==> src/rtl/bcd_time_counter.sv <==
// HH:MM:SS BCD time-of-day counter advanced by a synchronised, edge-detected slow tick.
// Supports run/pause, a validated parallel load, and pulses for second, day wrap and load reject.
module bcd_time_counter #(
    parameter int MAX_HOUR    = 23,
    parameter int SYNC_STAGES = 2
) (
    input  logic        s_clk,
    input  logic        rst_n,
    input  logic        tick_clk,
    input  logic        run,
    input  logic        load_en,
    input  logic [23:0] load_time,
    output logic [7:0]  hh,
    output logic [7:0]  mm,
    output logic [7:0]  ss,
    output logic        sec_pulse,
    output logic        day_wrap,
    output logic        load_err
);
    localparam logic [3:0] MAX_HT = 4'(MAX_HOUR / 10);
    localparam logic [3:0] MAX_HO = 4'(MAX_HOUR % 10);
    localparam logic [7:0] MAX_HH = {MAX_HT, MAX_HO};

    logic [SYNC_STAGES-1:0] sync_q;
    logic                   delayed;
    logic                   sync_out;

    assign sync_out = sync_q[SYNC_STAGES-1];

    // NOTE: the synchroniser clears to 0, so a tick_clk already high at reset release reads as a rise.
    always_ff @(posedge s_clk or negedge rst_n) begin
        if (!rst_n) begin
            sync_q    <= '0;
            delayed   <= 1'b0;
            sec_pulse <= 1'b0;
        end else begin
            sync_q    <= {sync_q[SYNC_STAGES-2:0], tick_clk};
            delayed   <= sync_out;
            sec_pulse <= sync_out & ~delayed;
        end
    end

    // Two-digit BCD increment with wrap after 59.
    function automatic logic [7:0] inc59(input logic [7:0] v);
        if (v[3:0] == 4'd9)
            return (v[7:4] == 4'd5) ? 8'h00 : {v[7:4] + 4'd1, 4'd0};
        return {v[7:4], v[3:0] + 4'd1};
    endfunction

    logic       ss_last;
    logic       mm_last;
    logic       hh_last;
    logic [7:0] hh_inc;
    logic       load_valid;

    assign ss_last = (ss == 8'h59);
    assign mm_last = (mm == 8'h59);
    assign hh_last = (hh == MAX_HH);
    assign hh_inc  = hh_last            ? 8'h00 :
                     (hh[3:0] == 4'd9)  ? {hh[7:4] + 4'd1, 4'd0} :
                                          {hh[7:4], hh[3:0] + 4'd1};

    assign load_valid = (load_time[3:0]   <= 4'd9) &&
                        (load_time[7:4]   <= 4'd5) &&
                        (load_time[11:8]  <= 4'd9) &&
                        (load_time[15:12] <= 4'd5) &&
                        (load_time[19:16] <= 4'd9) &&
                        ((load_time[23:20] < MAX_HT) ||
                         ((load_time[23:20] == MAX_HT) && (load_time[19:16] <= MAX_HO)));

    // NOTE: pulse outputs default low each cycle and are raised only by the branch that owns the event.
    always_ff @(posedge s_clk or negedge rst_n) begin
        if (!rst_n) begin
            hh       <= 8'h00;
            mm       <= 8'h00;
            ss       <= 8'h00;
            day_wrap <= 1'b0;
            load_err <= 1'b0;
        end else begin
            day_wrap <= 1'b0;
            load_err <= 1'b0;
            if (load_en && load_valid) begin
                // An accepted load takes priority and drops any coincident second.
                hh <= load_time[23:16];
                mm <= load_time[15:8];
                ss <= load_time[7:0];
            end else begin
                load_err <= load_en;
                if (sec_pulse && run) begin
                    ss <= inc59(ss);
                    if (ss_last) begin
                        mm <= inc59(mm);
                        if (mm_last) begin
                            hh       <= hh_inc;
                            day_wrap <= hh_last;
                        end
                    end
                end
            end
        end
    end

endmodule

==> config.mk <==
export PLATFORM = sky130hd
export DESIGN_NAME = bcd_time_counter
export DESIGN_NICKNAME = d
export VERILOG_FILES = /design/src/rtl/bcd_time_counter.sv
export SDC_FILE = /design/constraint.sdc
export NUM_CORES = 1
export LEC_CHECK = 0
export ABC_AREA = 1
export CAP_MARGIN = 15
export CORE_ASPECT_RATIO = 0.5
export CORE_MARGIN = 4
export CORE_UTILIZATION = 50
export DETAILED_ROUTE_END_ITERATION = 10
export PLACE_DENSITY_LB_ADDON = 0.15
export SLEW_MARGIN = 40
export SYNTH_ARGS = -nofsm -noshare
export SYNTH_HDL_FRONTEND = slang
export SYNTH_SLANG_ARGS = --single-unit
==> constraint.sdc <==
create_clock -name s_clk -period 2.85 [get_ports s_clk]
set_input_delay 0.57 -clock s_clk [delete_from_list [all_inputs] [get_ports s_clk]]
set_output_delay 0.57 -clock s_clk [all_outputs]
set_load 0.005 [all_outputs]
==> impl_summary.md <==
Setup path
Together, buffers and inverters on the worst path number 2. The worst endpoint data arrival time is approximately 2.4 ns. The type of destination of the critical path is a flop.

The slowest stage of the critical path belongs to the cell clkdlybuf4s50_1. In this design, the stage delay of the slowest critical-path cell is 0.43 ns. The data required time at the worst endpoint is slightly above 3 ns. The endpoint of the most critical register-to-register path is hh[6]. The maximum fanout count along the critical path is 42. STA classifies the critical path startpoint as a primary input. On the critical path the largest part of the delay comes from simple AND/OR/NAND/NOR gates.

The cell depth of the worst flop-to-flop path is 9. Walking the worst path, the cells encountered are clkdlybuf4s50_1 > o21ai_1 > nand2_1 > nor2_2 > nand3_4 > o21ai_2 > inv_1 > nand2_1 > nand2_1. The register-to-register setup slack is 1.13 ns.

The critical path is of the primary input to flop type. The most prevalent standard cell on the critical path is nand2_1. The origin of the critical flop-to-flop path is mm[3].

Min path
The worst hold path was traced through 0 stages. The startpoint of the tightest hold check path is sync_q[0]. The capture endpoint of the worst hold path is sync_q[1]. The worst hold path belongs to the class flop to flop.

Synthesis
The number of enable flip-flop cells after synthesis is 0. In the synthesized netlist the dominant register cell turns out to be dfrtp_1. Summed over all instances, the cell type with the most area after synthesis is dfrtp_1. The synthesized area per cell is between 7 and 8 µm².

The number of synthesized register bits is 30. The area fraction of the dominant cell type after synthesis is 0.3623. In the synthesized netlist the async set-or-reset flop fraction comes to 1.000. The commonest cells after synthesis are nand2_1 (77), nand3_1 (38), inv_1 (31). The post-synthesis compound-gate area fraction is 0.08514. Synthesis handed over a netlist of 281 instances.

After synthesis, the share of cell area in mux cells is 0. Of the synthesized area, sequential elements account for 0.3623. Of the total synthesized cell area, the portion taken by full adders, half adders and majority gates is 0.03623.

The total nets after synthesis is ~320. The share of the synthesized netlist area taken by xor and xnor gates is 0.04227. The most common cell in the netlist is nand2_1.

The simple-gate portion of the synthesized area is 0.3774. By area the synthesized netlist is led by dfrtp_1 (36%), nand2_1 (14%), nand3_1 (9.2%). By area, the combinational part of the netlist is dominated by simple AND/OR/NAND/NOR gates. The cell area after technology mapping is ~0.0021 mm².

The number of warnings issued by yosys is 0. The distinct cell type count after synthesis is 32.

Timing
The worst hold slack after final layout is 0.3541 ns. Setup repair after global routing left no endpoint under its margin. Across the routed clock network, the largest skew measured is 0.005799 ns. The share of the cycle needed by the critical path after routing is 0.7887. The maximum clock rate is 444.9 MHz. Measured against its own limit, the worst slew margin works out to 0.6885. The post-route setup TNS is 0 ns. The minimum setup slack in the final design is 0.6022 ns.

Setup violations remaining at the end of the flow were counted as 0. The count of pins over their slew limit is 0. The final count of hold timing violations came to 0.

The clock period minus final worst setup slack is ~2.2 ns. For the pin with the worst max-slew slack, the measured transition is 0.4672 ns.

Global routing
Entering global routing, the biggest net connects 43 pins. The number of global-route vias before repair is roughly 1900. The first global-routing pass estimated around 8400 µm of wire. In the global route stage, overall resource usage came out at 0.2045. For this run the aggregate overflow at the end of global routing stands at 0. The initial antenna violation count came to 0.

Clocking
CTS built an H-tree with a depth of 2. The number of clock sinks is 30. In this run the post-CTS setup repair buffer count came out at 0. The worst-case clock buffer depth is 2.

Buffers inserted to repair hold after CTS numbered 0. Counting the buffers created by CTS gives 5. The clock transition at the registers of the reported paths is ~0.070 ns. After clock tree synthesis, the repair step resized 0 gates. The clock insertion delay at the later pin of the skew report is 0.28 ns.

The buffer cell driving the clock tree root is clkbuf_8. The TritonCTS clock tree is built.

Detailed routing
The number of nets with antenna violations after detailed routing is 0. The first TritonRoute pass finished after 4 iterations. In the routed layout, each cell is associated on average with a via count of 5.153. The overall routed net length is 5001 µm. The wire length per cell is 12.73 µm. The number of DRC violations after detailed-routing iteration 0 is 67. The number of remaining DRC errors is 0. The total number of vias is ~2000.

Placed design
The weighted congestion reported at the end of routability-driven placement is between 0.8 and 0.9. Once detailed placement completed, the half-perimeter wirelength came to 3836 µm. At the placement stage, the worst setup path has a slack of 0.3203 ns. The count of buffers inserted at the top-level ports is 55.

Floorplan
From bottom edge to top edge, the die measures about 54 µm. The die covers 0.005301 mm². The number of placement rows is 16. Measured along the x axis, the die boundary spans 99.04 µm. For this configuration, the core starts out at a cell density of 0.5254. In this run the count of I/O pins placed on the die edge is 56. The region available for standard cell placement spans 0.003944 mm².

Finish
From synthesis to final layout, the design area changed by 33.15%. The share of final-layout standard cells stronger than drive strength 1 is 0.1003. The final-stage net count is 373. Once layout is complete, the utilization of the core stands at 0.6996.

The repair_antennas step left the layout with diodes totalling 0.

Pwr
The total power draw is 0.001287 W. The peak supply drop is 0.2230 mV. The areal power density over the cells is 466.6 mW/mm². The static leakage is roughly 1.3 nW.

Run
Across the run, the number of max-cap violations was 0.

Status
The flow ran to the end, and the final reports show no timing, DRC or antenna violations.
[metrics by stage]
stage / cells / instance area (µm²)
final: 393 / 2759
after detailed placement: 385 / 2645
after CTS: 393 / 2759
after global placement: 385 / 2645
after floorplan: 281 / 2072
after global routing: 393 / 2759
[logic make-up (layout without fill, tap and decap cells)]
kind of cell    Yosys count  in the layout
flops                    30             30
buf+inv                  43            101
fa+ha+maj                 6              6
compound gates           27             27
xor+xnor                 10             10
simple gates            165            165
[worst max-delay path by stage]
stage                             start  endpoint  slack (ns)  cells after the start
after CTS                  load_time[1]     ss[4]        0.59                      9
after floorplan           load_time[22]     mm[5]        1.31                      9
after global placement     load_time[1]     ss[6]        0.41                      9
after detailed placement   load_time[1]     ss[4]        0.32                      9
after global routing       load_time[1]     ss[4]        0.38                      9
final                      load_time[1]     ss[4]        0.60                      9
[placed cells by master, fill, tap and decap left out, types with 3 or more instances in the layout]
cell	synthesis	final
ha_1	6	6
nand2_1	77	77
nand3_1	38	38
clkdlybuf4s50_1	0	55
o21ai_0	6	6
clkbuf_8	0	5
dfrtp_1	30	30
inv_2	4	4
inv_1	31	31
nor2_1	21	21
o21ai_1	8	8
nand4_1	7	7
xor2_1	8	8
nor3_1	3	3
nor2_4	3	3
nor2_2	7	7
o211ai_1	3	3
[report_power, final]
| group | internal, W | total [W] | switching [W] |
|---|---|---|---|
| logic | 0.000172 | 0.000316 | 0.000144 |
| registers | 0.000472 | 0.000537 | 0.0000655 |
| clock network | 0.000260 | 0.000435 | 0.000175 |
[sequential cells by signal, indices dropped and copies added (netlist names)]
register   count
load_err       1
ss             8
delayed        1
mm             8
sec_pulse      1
hh             8
day_wrap       1
sync_q         2
[area by class of cell]
type                    count  area [µm²]
clock inverters             3       45.04
multi-input cells         208        1121
well taps                  54       67.56
repair buffers             57       565.5
inverters                  36       140.1
fillers                   325        1185
clock buffers               5       68.82
flip-flops and latches     30       750.7
[layer usage]
metal  GRT usage  share of wire
met5           0              0
met4     0.05442         0.0078
met3     0.05789          0.067
met2      0.3622           0.48
met1      0.2502           0.44
Note: power is estimated with default switching activity, not from simulation.
